## src/rtl/mac_sequencer.sv

```systemverilog
// Sequences one dot product through an external 8-bit MAC core with a two-stage pipeline:
// it fetches operand pairs, times the clear/output-enable strobes and holds the result for a valid/ready consumer.
module mac_sequencer #(
  parameter int ADDR_W = 6,
  parameter int LEN_W  = 4
) (
  input  logic              clk,
  input  logic              reset,
  input  logic              start,
  input  logic [LEN_W-1:0]  len,
  input  logic [ADDR_W-1:0] w_base,
  input  logic [ADDR_W-1:0] x_base,
  output logic              rd_en,
  output logic [ADDR_W-1:0] w_addr,
  output logic [ADDR_W-1:0] x_addr,
  input  logic [7:0]        w_data,
  input  logic [7:0]        x_data,
  output logic [7:0]        mac_weight,
  output logic [7:0]        mac_in,
  output logic              mac_forget,
  output logic              mac_oe,
  input  logic [7:0]        mac_out,
  output logic [7:0]        result,
  output logic              result_valid,
  input  logic              result_ready,
  output logic              busy
);

  typedef enum logic [2:0] {IDLE, RUN, DRAIN, CAPTURE, HOLD} state_t;

  state_t             state_reg;
  logic [LEN_W:0]     t_reg;
  logic [LEN_W:0]     t_inc;
  logic [LEN_W:0]     le;
  logic [LEN_W-1:0]   len_reg;
  logic               rd_valid_reg;

  // An empty dot product still walks one RUN cycle so the forget/oe spacing stays fixed.
  assign le    = (len_reg == '0) ? (LEN_W+1)'(1) : {1'b0, len_reg};
  assign t_inc = t_reg + 1'b1;

  // Memory data is only meaningful the cycle after a read; otherwise feed zeros so the sum is untouched.
  assign mac_weight = rd_valid_reg ? w_data : 8'd0;
  assign mac_in     = rd_valid_reg ? x_data : 8'd0;

  always_ff @(posedge clk) begin
    if (reset) begin
      state_reg    <= IDLE;
      t_reg        <= '0;
      len_reg      <= '0;
      rd_valid_reg <= 1'b0;
      rd_en        <= 1'b0;
      w_addr       <= '0;
      x_addr       <= '0;
      mac_forget   <= 1'b0;
      mac_oe       <= 1'b0;
      result       <= '0;
      result_valid <= 1'b0;
      busy         <= 1'b0;
    end else begin
      rd_valid_reg <= rd_en;
      rd_en        <= 1'b0;
      mac_forget   <= 1'b0;
      mac_oe       <= 1'b0;
      case (state_reg)
        IDLE: begin
          if (start) begin
            len_reg   <= len;
            t_reg     <= '0;
            rd_en     <= (len != '0);
            w_addr    <= w_base;
            x_addr    <= x_base;
            busy      <= 1'b1;
            state_reg <= RUN;
          end
        end
        RUN: begin
          t_reg      <= t_inc;
          mac_forget <= (t_reg == (LEN_W+1)'(1));
          if (t_inc < {1'b0, len_reg}) begin
            rd_en  <= 1'b1;
            w_addr <= w_addr + 1'b1;
            x_addr <= x_addr + 1'b1;
          end
          if (t_inc == le) state_reg <= DRAIN;
        end
        DRAIN: begin
          t_reg      <= t_inc;
          mac_forget <= (t_reg == (LEN_W+1)'(1));
          // Last product lands in the accumulator at t=Le+1, so enable the output one cycle later.
          if (t_reg == le + 1'b1) begin
            mac_oe    <= 1'b1;
            state_reg <= CAPTURE;
          end
        end
        CAPTURE: begin
          result       <= mac_out;
          result_valid <= 1'b1;
          state_reg    <= HOLD;
        end
        HOLD: begin
          if (result_ready) begin
            result_valid <= 1'b0;
            busy         <= 1'b0;
            state_reg    <= IDLE;
          end
        end
        default: state_reg <= IDLE;
      endcase
    end
  end

endmodule

```

## config.mk

```make
export PLATFORM = sky130hd
export DESIGN_NAME = mac_sequencer
export DESIGN_NICKNAME = d
export VERILOG_FILES = /design/src/rtl/mac_sequencer.sv
export SDC_FILE = /design/constraint.sdc
export NUM_CORES = 1
export LEC_CHECK = 0
export BUFFER_PORTS_ARGS = -buffer_cell sky130_fd_sc_hd__buf_2
export CELL_PAD_IN_SITES_DETAIL_PLACEMENT = 1
export CELL_PAD_IN_SITES_GLOBAL_PLACEMENT = 2
export CORE_MARGIN = 2
export CORE_UTILIZATION = 26
export DETAILED_ROUTE_END_ITERATION = 10
export PLACE_DENSITY = 0.85
export SLEW_MARGIN = 5
export SYNTH_ARGS = -nofsm -noshare
export SYNTH_HDL_FRONTEND = slang
export SYNTH_SLANG_ARGS = --single-unit
```

## constraint.sdc

```tcl
create_clock -name clk -period 2.8 [get_ports clk]
set_input_delay 0.42 -clock clk [delete_from_list [all_inputs] [get_ports clk]]
set_output_delay 0.42 -clock clk [all_outputs]
set_load 0.01 [all_outputs]
```

# After elaboration in Yosys (flattened, before gate mapping)
# Index checks and enable logic that the tools add are counted.
# classes
n_addsub	4
multipliers	0
n_div	0
order_cmp	1
n_eq_ne	12
shifts	0
mux	24
n_bitwise	2
n_reduce_logical	16
# ops
operator	count
$mux W6	4
$pmux W6 S2	2
$mux W8	2
$pmux W3 S5	1
$add A6 B1 Y6 const B	2
$mux W3	4
$ne A2 B2 Y1 const B	5
$pmux W5 S2	1
$reduce_bool A2 Y1	4
$eq A3 B2 Y1 const B	2
$pmux W1 S2	3
$reduce_and A2 Y1	3
$reduce_and A3 Y1	2
$reduce_or A2 Y1	3
$add A4 B1 Y5 const B	1
$add A5 B1 Y5 const B	1
$eq A5 B1 Y1 const B	1
$eq A5 B4 Y1	1
$eq A5 B5 Y1	1
$lt A5 B4 Y1	1
$mux W1	5
$mux W5	1
$logic_not A4 Y1	1
$mux W4	1
other kinds (6)	7
# word_totals
regBits	38
latchBits	0
ram_bits	0
mem_bits_ro	0
in_bits	44
output_inout_bits	41
elab_cells	71
mem_count	0

# Logic depth before layout (Yosys ltp)
# depth
word_depth	6
depth_mapped	10
mapped_depth_nobuf	9

# Worst setup path after synthesis
# No wires, ideal clock.
# synth_timing
kind	register to register
startpoint	register t_reg[1]
endpoint	register x_addr[3]
setup_ps	132
arrival_ps	2097
required_ps	2668
path_slack_ps	571
path_stages_with_launch	11
n_path_buf	1
synth_period_minus_slack_ps	2229
cell_sequence	dfxtp_1 > inv_1 > ha_1 > inv_1 > ha_1 > a21boi_0 > o31ai_1 > a31oi_4 > buf_2 > o21ai_0 > a21oi_1
# synth_via
elab_chain_len	4
# synth_rtl
element	line_no	rtl
start: declaration	32	logic [LEN_W:0] t_reg;
start signal: assignment	78	t_reg <= t_inc;
start signal: assignment	88	t_reg <= t_inc;
$add A5 B1 Y5	40	assign t_inc = t_reg + 1'b1;
$lt A5 B4 Y1	80	if (t_inc < {1'b0, len_reg}) begin
$ne A2 B2 Y1 (no line)	n/a	
$reduce_and A3 Y1 (no line)	n/a	
end signal: assignment	72	x_addr <= x_base;
end signal: assignment	83	x_addr <= x_addr + 1'b1;
end: declaration	15	output logic [ADDR_W-1:0] x_addr,
# No other way between the ends.
# A chain may end at the register's enable or synchronous reset.

# Worst setup path in the final report
# layout_timing
startpoint	register t_reg[1]
endpoint	register w_addr[4]
# layout_via
elab_chain_len	4
# layout_rtl
element	line_no	rtl
$add A5 B1 Y5	40	
$lt A5 B4 Y1	80	
$ne A2 B2 Y1 (no line)	n/a	
$reduce_and A3 Y1 (no line)	n/a	
end signal: assignment	71	w_addr <= w_base;
end signal: assignment	82	w_addr <= w_addr + 1'b1;
end: declaration	14	output logic [ADDR_W-1:0] w_addr,
# No other way between the ends.

==> flow_metrics.tcl <==
set metrics [dict create \
    status "finished, final reports clean" \
    dp_hpwl_um 4920 \
    rsz0062_at_grt "no" \
    viasPerCell 4.92 \
    fin_ws_ns 0.163 \
    antenna_found_initial 0 \
    start_util_pct 26.9 \
    drive_above_1_share_pct 29.8 \
    final_cell_mix "buf_2, a21oi_1, dfxtp_1, nor2_1, nand2_1" \
    synthesis.nets 337 \
    drt-total-wl_um 6460 \
    numCtsBuffers 5 \
    grt_max_degree 32 \
    worstSetupStartpointType "register" \
    fin_nets 412 \
    slew_viol_final 0 \
    cts_root_buf "clkbuf_8" \
    fp-row-count 33 \
    worst_setup_path_end_kind "register" \
    syn_avg_cell_area_um2 7.78 \
    synth_top_area_share_pct 34.2 \
    tns_ns 0 \
    gp_congestion 0.864 \
    worst_hold_path_type "primary input to register" \
    cp_data_required_time_ns 2.96 \
    reg2reg_from "t_reg[1]" \
    route.vias.total 2299 \
    slew-limit-headroom_pct 53.8 \
    max_cap_violations 0 \
    grt_pass1_vias 2164 \
    dr.pass1.iters 4 \
    power.density_nw_per_um2 842 \
    crit_start "t_reg[1]" \
    async_flop_share_pct 0 \
    synth_cell_type_count 49 \
    whs_ns 0.364 \
    dieArea_um2 9310 \
    largest_reg_flops 8 \
    fmax_ghz 0.379 \
    grt_pass1_wl_um 9980 \
    io_pins 85 \
    yosysTopAreaCell "dfxtp_1" \
    syn_inst 286 \
    route.detailed.drc 0 \
    cpPeakStageDelay_ns 0.43 \
    peakVddDrop_mv 0.388 \
    synth_area_leaders "dfxtp_1, a21oi_1, and2_1, nand3_1, nor2_1" \
    ctsResizeCount 0 \
    utilization_pct 34.8 \
    portBuffers 84 \
    synth_area_um2 2220 \
    period_minus_slack_ns 2.64 \
    reg_top3 "result (8), w_addr (6), x_addr (6)" \
    r2r_setup_slack_ns 0.16 \
    endpoint "w_addr[4]" \
    area_growth_pct 29.2 \
    post_cts_buffers 0 \
    path_cells "inv_1 > ha_1 > inv_1 > ha_1 > a21boi_0 > o31ai_1 > a31oi_4 > buf_4 > a21oi_1 > o32ai_1" \
    fin_crit_sh_pct 94.2 \
    cts_tree "yes" \
    setup_viol 0 \
    grt-ovfl-total 0 \
    crit_type "register to register" \
    power_leakage_uw 0.00125 \
    postRouteAntennaNets 0 \
    multi_input_area_um2 1340 \
    cpMaxStageDelayCell "o31ai_1" \
    clk_latency_ns 0.29 \
    reg2reg_depth 10 \
    fillers 1035 \
    ys_warn_count 0 \
    mostFrequentLayoutCell "buf_2" \
    regMostFlops "result" \
    fin_skew_ns 0.00628 \
    htree_levels 2 \
    finalHoldViolCount 0 \
    place_ws_ns 0.190 \
    synth_flop_cell "dfxtp_1" \
    n_antenna_cell 0 \
    drtIter0Drc 45 \
    core_um2 8260 \
    r2r-end "w_addr[4]" \
    die_x_um 96.5 \
    worst_pin_slew_ns 0.690 \
    grtUsageTotal_pct 13.5 \
    avgRoutedWirePerCell_um 13.8 \
    synth-seq-cells 38 \
    clockBufferDepth 2 \
    cts_sinks 38 \
    synth-edff-count 0 \
    ctsHoldBuffers 0 \
    fp.dieH_um 96.5 \
    layout.area.seq_um2 761 \
    path_clk_slew_ns 0.08 \
    seq_area_frac_synth_pct 34.2 \
    worstPathArrival_ns 2.80 \
    cp_max_fo 17 \
]
==> cell type report <==
class	count	share of cell area, %
multi-input combinational	219	46.8
inverter	6	0.784
clock inverter	2	2.09
timing repair buffer	91	16.5
clock buffer	6	2.87
sequential	38	26.5
tap	105	4.57
==> synth_stat cells, types with 3 or more instances <==
cell      count
a21oi_1      38
dfxtp_1      38
nor2_1       24
nand2_1      23
and2_1       18
nand3_1      18
clkbuf_1     12
nor3_1       10
buf_2         8
ha_1          7
nand2b_1      7
inv_1         6
o21ai_0       6
o32ai_1       6
nor2b_1       5
or3_1         4
xnor2_1       4
a21o_1        3
a31oi_1       3
nand3b_1      3
nor3b_1       3
or2_2         3
xor2_1        3
==> layer usage <==
| metal | global-route usage [%] | share of wire (%) | vias to the layer above |
|---|---|---|---|
| met4 | 3.17 | 0.42 | 0 |
| met2 | 24.4 | 47 | 61 |
| met3 | 2.72 | 5.9 | 4 |
| met5 | 0 | 0 | - |
| met1 | 16.5 | 46 | 1084 |
| li1 | - | - | 1150 |
==> logic make-up after synthesis <==
group                      synth area share [%]
DFF                                        34.2
and+or+nand+nor                            31.7
xor gates and xnor gates                   2.76
buffers and inverters                      5.68
adders and majority gates                  3.94
AOI/OAI and AO/OA                          20.9
muxes                                     0.900
==> power by group <==
| part | internal (uW) | switching, uW |
|---|---|---|
| sequential | 656 | 154 |
| clock | 380 | 203 |
| combinational | 426 | 600 |
| total | 1460 | 956 |
==> stage by stage <==
stage | instances | cell area, um2 | power (uW)
2_1_floorplan | 286 | 2220 | 1530
4_1_cts | 467 | 2870 | 2450
3_5_place_dp | 459 | 2730 | 1860
5_1_grt | 467 | 2870 | 2610
6_report | 467 | 2870 | 2420
3_3_place_gp | 459 | 2730 | 1820
==> worst min-delay path by stage <==
stage / startpoint / to / depth (start not counted)
after floorplan: result[0] / result[0] / 2
after global placement: result[4] / result[4] / 2
final: len[2] / len_reg[2] / 3
after global routing: len[2] / len_reg[2] / 3
after CTS: len[2] / len_reg[2] / 3
after detailed placement: result[4] / result[4] / 2
==> worst max-delay path, delay by kind of cell, from the launching register on <==
kind                       cells  cell delay [ns]
buffers and inverters          3             0.39
DFF                            1             0.42
AOI/OAI and AO/OA              5             1.10
adders and majority gates      2             0.59
(Power assumes the default switching activity.)
